==> config.mk <==
export PLATFORM = sky130hd
export DESIGN_NAME = register_file_sb
export DESIGN_NICKNAME = d
export VERILOG_FILES = /design/src/rtl/register_file_sb_pkg.sv /design/src/rtl/register_file_sb_scoreboard.sv /design/src/rtl/register_file_sb.sv
export SDC_FILE = /design/constraint.sdc
export NUM_CORES = 1
export LEC_CHECK = 0
export CORE_UTILIZATION = 55
export CTS_CLUSTER_SIZE = 10
export DETAILED_ROUTE_END_ITERATION = 6
export PLACE_DENSITY = 0.72
export SYNTH_ARGS = -nofsm -noshare
export SYNTH_HDL_FRONTEND = slang
export SYNTH_HIERARCHICAL = 1
export SYNTH_SLANG_ARGS = --single-unit
==> constraint.sdc <==
create_clock -name clk_i -period 10.34 [get_ports clk_i]
set_input_delay 2.068 -clock clk_i [delete_from_list [all_inputs] [get_ports clk_i]]
set_output_delay 2.068 -clock clk_i [all_outputs]
set_load 0.02 [all_outputs]
==> src/rtl/register_file_sb_pkg.sv <==
// Shared definitions for the register file: sweep FSM encodings and default geometry.
package register_file_sb_pkg;

    localparam logic RF_INIT = 1'b0;
    localparam logic RF_RUN  = 1'b1;

    localparam int unsigned RF_DATA_W_DEFAULT = 32;
    localparam int unsigned RF_ADDR_W_DEFAULT = 5;
    localparam int unsigned RF_NUM_RD_DEFAULT = 2;

endpackage

==> src/rtl/register_file_sb_scoreboard.sv <==
// Per-register busy scoreboard: set on ALLOC, cleared on writeback, set wins on collision.
module register_file_sb_scoreboard
    import register_file_sb_pkg::*;
#(
    parameter int unsigned ADDR_W = RF_ADDR_W_DEFAULT,
    parameter int unsigned NUM_RD = RF_NUM_RD_DEFAULT
) (
    input  logic                     clk_i,
    input  logic                     rst_i,
    input  logic                     en_i,
    input  logic                     ld_i,
    input  logic [ADDR_W-1:0]        dr_i,
    input  logic                     alloc_i,
    input  logic [ADDR_W-1:0]        alloc_dr_i,
    input  logic [NUM_RD*ADDR_W-1:0] rd_addr_i,
    output logic [NUM_RD-1:0]        rd_busy_o
);

    localparam int unsigned DEPTH = 2 ** ADDR_W;

    logic [DEPTH-1:0] busy_q, busy_d;

    always_comb begin
        busy_d = busy_q;
        if (en_i) begin
            if (ld_i && dr_i != '0) begin
                busy_d[dr_i] = 1'b0;
            end
            // Applied after the clear so a same-register collision leaves it busy.
            if (alloc_i && alloc_dr_i != '0) begin
                busy_d[alloc_dr_i] = 1'b1;
            end
        end
        busy_d[0] = 1'b0;
    end

    always_ff @(posedge clk_i) begin
        if (rst_i) begin
            busy_q <= '0;
        end else begin
            busy_q <= busy_d;
        end
    end

    for (genvar i = 0; i < NUM_RD; i++) begin : g_rd_busy
        logic [ADDR_W-1:0] addr;
        assign addr         = rd_addr_i[i*ADDR_W +: ADDR_W];
        assign rd_busy_o[i] = busy_q[addr] & ~(ld_i && dr_i == addr) & en_i;
    end

endmodule

==> src/rtl/register_file_sb.sv <==
// Register file with N bypassed read ports, hard-wired x0, busy scoreboard and
// a post-reset clear sweep that zeroes all registers before READY.
module register_file_sb
    import register_file_sb_pkg::*;
#(
    parameter int unsigned DATA_W = RF_DATA_W_DEFAULT,
    parameter int unsigned ADDR_W = RF_ADDR_W_DEFAULT,
    parameter int unsigned NUM_RD = RF_NUM_RD_DEFAULT
) (
    input  logic                     clk_i,
    input  logic                     rst_i,
    input  logic                     ld_i,
    input  logic [ADDR_W-1:0]        dr_i,
    input  logic [DATA_W-1:0]        d_in_i,
    input  logic                     alloc_i,
    input  logic [ADDR_W-1:0]        alloc_dr_i,
    input  logic [NUM_RD*ADDR_W-1:0] rd_addr_i,
    output logic [NUM_RD*DATA_W-1:0] rd_data_o,
    output logic [NUM_RD-1:0]        rd_busy_o,
    output logic                     ready_o
);

    localparam int unsigned DEPTH = 2 ** ADDR_W;
    localparam int unsigned CNT_W = ADDR_W + 1;

    logic              state_q, state_d;
    logic [CNT_W-1:0]  cnt_q, cnt_d;
    logic [DATA_W-1:0] regs_q [DEPTH];
    logic              ready;
    logic              sweep_last;

    assign ready      = (state_q == RF_RUN);
    assign sweep_last = (cnt_q == CNT_W'(DEPTH - 1));
    assign ready_o    = ready;

    always_comb begin
        state_d = state_q;
        cnt_d   = cnt_q;
        if (state_q == RF_INIT) begin
            cnt_d = cnt_q + CNT_W'(1);
            if (sweep_last) begin
                state_d = RF_RUN;
            end
        end
    end

    always_ff @(posedge clk_i) begin
        if (rst_i) begin
            state_q <= RF_INIT;
            cnt_q   <= '0;
        end else begin
            state_q <= state_d;
            cnt_q   <= cnt_d;
        end
    end

    // Storage has no reset of its own; the sweep is what clears it.
    always_ff @(posedge clk_i) begin
        if (!rst_i) begin
            if (state_q == RF_INIT) begin
                regs_q[cnt_q[ADDR_W-1:0]] <= '0;
            end else if (ld_i && dr_i != '0) begin
                regs_q[dr_i] <= d_in_i;
            end
        end
    end

    for (genvar i = 0; i < NUM_RD; i++) begin : g_rd
        logic [ADDR_W-1:0] addr;
        logic [DATA_W-1:0] data;
        assign addr = rd_addr_i[i*ADDR_W +: ADDR_W];
        always_comb begin
            data = regs_q[addr];
            if (!ready || addr == '0) begin
                data = '0;
            end else if (ld_i && dr_i == addr) begin
                data = d_in_i;
            end
        end
        assign rd_data_o[i*DATA_W +: DATA_W] = data;
    end

    register_file_sb_scoreboard #(
        .ADDR_W (ADDR_W),
        .NUM_RD (NUM_RD)
    ) u_scoreboard (
        .clk_i      (clk_i),
        .rst_i      (rst_i),
        .en_i       (ready),
        .ld_i       (ld_i),
        .dr_i       (dr_i),
        .alloc_i    (alloc_i),
        .alloc_dr_i (alloc_dr_i),
        .rd_addr_i  (rd_addr_i),
        .rd_busy_o  (rd_busy_o)
    );

endmodule

Yosys cells after proc, flatten, opt, wreduce, memory -nomap -nowiden
Memory sizes are Yosys's and may differ from the RTL's.
Index checks and enable logic that the tools add are counted.
W data, S select, Z words.
{"block": "totals", "regBits": 39, "latchBits": 0, "ram_bits": 1024, "rom_bits": 0, "inputBits": 56, "out_inout_bits": 67, "memories": 1}
{"name": "regs_q", "depth": 32, "word_bits": 32, "rd": 2, "rd_clocked_by_memory_dff": 0, "wr": 1, "line": "register_file_sb.sv:28", "source": "logic [DATA_W-1:0] regs_q [DEPTH];"}
{"block": "op_classes", "n_addsub": 1, "multipliers": 0, "n_div": 0, "magnitude_cmp": 6, "eq_ne": 3, "n_shift": 0, "n_mux": 27, "bitwise": 9, "reduce_logical": 14}
{"op": "$mux W32", "count": 8}
{"op": "$and A32 B32 Y32", "count": 1}
{"op": "$not A32 Y32", "count": 1}
{"op": "$or A32 B32 Y32", "count": 1}
{"op": "$reduce_or A32 Y1", "count": 1}
{"op": "$lt A5 B6 Y1 const B", "count": 4}
{"op": "$mux W1", "count": 14}
{"op": "$bmux W1 S5", "count": 2}
{"op": "$demux W1 S5", "count": 2}
{"op": "$eq A5 B5 Y1", "count": 2}
{"op": "$ge A5 B1 Y1 const B", "count": 2}
{"op": "$logic_not A5 Y1", "count": 2}
{"op": "$reduce_bool A5 Y1", "count": 2}
{"op": "$add A6 B1 Y6 const B", "count": 1}
{"op": "$eq A6 B5 Y1 const B", "count": 1}
{"op": "$logic_and A1 B1 Y1", "count": 6}
{"op": "$mux W5", "count": 1}
{"op": "$and A1 B1 Y1", "count": 4}
{"op": "$logic_or A1 B1 Y1", "count": 2}
{"op": "$not A1 Y1", "count": 2}
{"op": "$logic_not A1 Y1", "count": 1}

Longest topological paths before layout
{"block": "logic_depth", "depth_word": 10, "ltp_mapped": 9}

Modules after synthesis
The synthesis kept the hierarchy.
{"mod": "register_file_sb", "n_inst": 1, "cells_each": 2785, "area_each_um2": 49078.3, "seq_area_each_um2": 30889.6}
{"mod": "register_file_sb_scoreboard", "n_inst": 1, "cells_each": 241, "area_each_um2": 2050.7, "seq_area_each_um2": 620.6}

Worst setup path after synthesis
Ideal clock, no wire load.
{"block": "synth_path", "path_type": "input to register", "startpoint": "input rst_i", "endpoint": "memory regs_q[29][0] in the netlist's numbering, enable pin", "setup_ns": 0.461, "arrival_ns": 5.561, "setup_slack_ns": 4.318, "path_stages": 7, "n_path_buf": 2, "cell_sequence": "buf_2 > nand2b_1 > a211oi_1 > buf_4 > mux2i_1 > nand2_1 > nor3_1"}
{"block": "synth_via", "elab_chain_cells": 4}
{"element": "start, declared", "line": "register_file_sb.sv:11", "source": "input logic rst_i,"}
{"element": "$mux W1", "line": "register_file_sb.sv:59", "source": "if (!rst_i) begin"}
{"element": "$mux W1 (not written as such)", "line": "register_file_sb.sv:63", "source": "regs_q[dr_i] <= d_in_i;"}
{"element": "$reduce_or A32 Y1 (no line)"}
{"element": "$mux W5 (no line) / $mux W1 (equally long branches)"}
{"element": "end, declared", "line": "register_file_sb.sv:28"}
Several ways; a longest one is shown, not always the timed one.

Worst setup path in the final report
{"block": "layout_path", "startpoint": "input dr_i[4]", "endpoint": "output rd_data_o[6]"}
{"block": "layout_via", "elab_chain_cells": 4}
{"element": "start, declared", "line": "register_file_sb.sv:13", "source": "input logic [ADDR_W-1:0] dr_i,"}
{"element": "$eq A5 B5 Y1", "line": "register_file_sb.sv:76", "source": "end else if (ld_i && dr_i == addr) begin"}
{"element": "$logic_and A1 B1 Y1", "line": "register_file_sb.sv:76"}
{"element": "$mux W32", "line": "register_file_sb.sv:76"}
{"element": "$mux W32", "line": "register_file_sb.sv:74", "source": "if (!ready || addr == '0) begin"}
{"element": "end, declared", "line": "register_file_sb.sv:18", "source": "output logic [NUM_RD*DATA_W-1:0] rd_data_o,"}
No other way between the ends.

==> flow_summary.toml <==
[run_status]
status = "complete, no violations"

[finish]
area_delta_synth_final_pct = 10.6
layout-drive-gt1-share_pct = 22.5
multi_input_area_um2 = 18500
utilization_pct = 61.6
fin_area_um2 = 56500
antenna_cells = 0
finalNonFillerCells = 4354
register_area_um2 = 31500
fill_cells = 6362
final_nets = 3145

[worst_hold_path]
min_from = "u_scoreboard/busy_q[11]"
hold_path_class = "flop to flop"

[global_routing]
grt_pass1_vias = 32700
grt_pass1_wl_mm = 220
grt.total_usage_pct = 32.5
antenna_found_initial = 1
grt-ovfl-total = 0
grt_max_degree = 139

[drt]
wire_per_inst_um = 35.4
vias_per_cell = 7.48
num_vias = 32600
dr_wl_met3_mm = 17.4
final_antenna_net_count = 0
detailedRoute.firstPassIterationCount = 7
drt_iter0_markers = 4386
drc = 0
routed.top_layer = "met4"
met2_length_mm = 73.9
wl_met1_mm = 54.0
routed_wl_mm = 154

[floorplanning]
die_area_um2 = 94200
die_h_um = 307
num_rows = 111
pin_count = 123
coreArea_um2 = 91800
start_util_pct = 55.7
dieWidth_um = 307

[synth]
ys_seq_area_share_pct = 61.6
synthFlopType = "edfxtp_1"
async_reset_ff_share_pct = 0
yosysWarnings = 6
syn_area_per_cell_um2 = 16.9
synthesis.area_um2 = 51100
synthCells = 3026
synth-seq-cells = 1062
syn-num-nets = 3083
synth_edf_count = 1024
yosysUniqueCellTypes = 69

[timing]
relSlewSlack_pct = 6.66
fin_tns_setup_ns = 0
finalCritPeriodShare_pct = 81.6
max_freq_ghz = 0.119
period_needed_ns = 8.44
layout_setup_ws_ns = 1.90
maxSlewViolCount = 0
rsz0062_at_grt = "false"
setup_viol = 0
hold_viol_final = 0
tightestPinTransition_ns = 1.40
worst_clock_skew_ns = 0.0133

[critical_path]
r2r-start = "ready_o"
required_ns = 8.27
crit_end = "rd_data_o[6]"
slowest_stage = "clkdlybuf4s50_1"
path_buf_inv = 2
reg2reg_to = "regs_q[14][17]"
path_depth = 7
cp_slowest_stage_delay_ns = 1.11
critPathTopFamily = "simple AND/OR/NAND/NOR gates"
worst-path-max-fanout = 31
crit_arrival_ns = 6.37
rrSetupSlack_ns = 5.56
critPathKind = "primary input to output port"
path_cells = "clkdlybuf4s50_1 > xnor2_1 > nand4_1 > or3_4 > nor2_4 > a221o_1 > clkdlybuf4s50_1"
cp-end-kind = "output port"
cpMostUsedCell = "clkdlybuf4s50_1"
rr_worst_depth = 7
startpoint = "dr_i[4]"
cp-start-kind = "primary input"

[power_and_ir_drop]
vdd_drop_max_mv = 0.132
leakage_nw = 16.5
powerDensity_nw_per_um2 = 158

[place]
placed_cells = 4212
pre_cts_ws_ns = 2.06
gp_congestion = 0.842
post-dp-hpwl_mm = 84.2
post_dp_cell_area_um2 = 53400
port_buffers = 122

[clock_network]
cts_hold_buf = 0
htree_levels = 3
clkSinkCount = 1062
clockRootBuffer = "clkbuf_16"
cts_post_setup_buffers_inserted = 0
cts_tree = "built"
numCtsBuffers = 117
clock_latency_ns = 0.69
cts_resized = 0
clkTransAtPathRegs_ns = 0.05
cts_buffer_depth = 3

[run]
maxCapViolCount = 0
[how the worst min path moves through the flow]
stage                               to  slack, ns  cells after the start
2_1_floorplan                 cnt_q[5]       0.45                      2
3_3_place_gp                  cnt_q[5]       0.47                      2
3_5_place_dp   u_scoreboard/busy_q[14]       0.48                      2
4_1_cts        u_scoreboard/busy_q[14]       0.49                      2
5_1_grt                       cnt_q[5]       0.52                      2
6_report       u_scoreboard/busy_q[11]       0.49                      2
[worst reg2reg max path, cell delays in order (launching register included)]
cell and delay (ns):
dfxtp_1 0.82, nand2b_1 0.27, a211oi_4 0.25, buf_4 0.55
mux2i_2 0.78, nand2_1 0.47, nor2_4 0.69, buf_4 0.56
[per-layer routing]
metal  up-vias  global-route usage, %
met5         -                      0
met4         0                   17.3
met3       525                   6.40
met2      2462                   52.2
met1     16700                   42.3
li1      12800                      -
[power breakdown]
part           switching [W]  internal [W]  total (W)
Sequential         0.0000146       0.00468    0.00470
Combinational       0.000388      0.000245   0.000633
Clock                0.00158       0.00203    0.00361
[cells by family after synthesis]
kind of cell | after synthesis | share of synthesized area, %
buf+inv | 261 | 2.91
flops | 1062 | 61.6
compound gates | 583 | 8.34
fa+ha+maj | 1 | 0.0245
mux | 708 | 23.0
simple gates | 387 | 3.67
xor+xnor | 24 | 0.411
[through the flow]
stage          hold slack [ns]  total power, W
4_1_cts                  0.489         0.00893
3_3_place_gp             0.469         0.00539
3_5_place_dp             0.481         0.00540
5_1_grt                  0.515         0.00911
6_report                 0.488         0.00894
2_1_floorplan            0.454         0.00521
[flip-flops by register name (all words and copies together) (netlist names)]
signal	count
cnt_q	6
ready_o	1
regs_q	1024
u_scoreboard/busy_q	31
[cell usage in the layout (no fill, tap or decap), types with 36 or more instances in the layout]
cell type	Yosys	layout
nor2_4	0	36
a22oi_1	98	98
mux4_2	364	364
nor2_1	122	87
a21oi_1	62	62
o21ai_1	56	56
nand3_1	42	42
clkdlybuf4s50_1	0	114
dfxtp_1	38	38
o21ai_0	70	69
nand2_1	94	94
mux2i_1	270	270
mux2_2	70	70
edfxtp_1	1024	1024
clkbuf_16	0	118
a221o_1	64	64
buf_4	23	68
nand2b_1	42	41
a221oi_1	125	125
[cell type report]
type	count	share of cell area [%]
Sequential cell	1062	55.7
Multi-Input combinational cell	1703	32.7
Inverter	10	0.0686
Clock inverter	4	0.0996
Timing Repair Buffer	194	3.27
Tap cell	1243	2.75
Clock buffer	138	5.39
[cell usage after synthesis, types with 2 or more instances]
cell type	instances	share of area, %
buf_4	23	0.34
mux2i_1	270	5.3
xor2_1	4	0.069
buf_6	36	0.79
o221ai_1	31	0.53
nor2_1	122	0.90
xnor2_1	20	0.34
mux4_1	2	0.10
inv_1	9	0.066
buf_1	13	0.095
o211ai_1	30	0.44
nand2b_1	42	0.51
mux2_2	70	1.5
a22oi_1	98	1.4
nor2b_1	10	0.12
a31oi_1	32	0.39
nand3_1	42	0.41
edfxtp_1	1024	60
and3_1	3	0.037
o21ai_0	70	0.69
buf_8	2	0.059
nor4_1	4	0.049
a221oi_1	125	2.1
a221o_1	64	1.3
nand4_1	6	0.073
buf_2	77	0.75
or3_1	3	0.037
nand2_1	94	0.69
nor4b_1	2	0.034
a2111oi_2	2	0.059
and2_1	33	0.40
dfxtp_1	38	1.5
o21ai_1	56	0.55
buf_12	2	0.078
nor3_1	6	0.059
clkbuf_1	97	0.71
nand3b_1	5	0.073
a21oi_1	62	0.61
nor3b_1	4	0.059
mux4_2	364	16
Power figures use the tool's default switching activity.
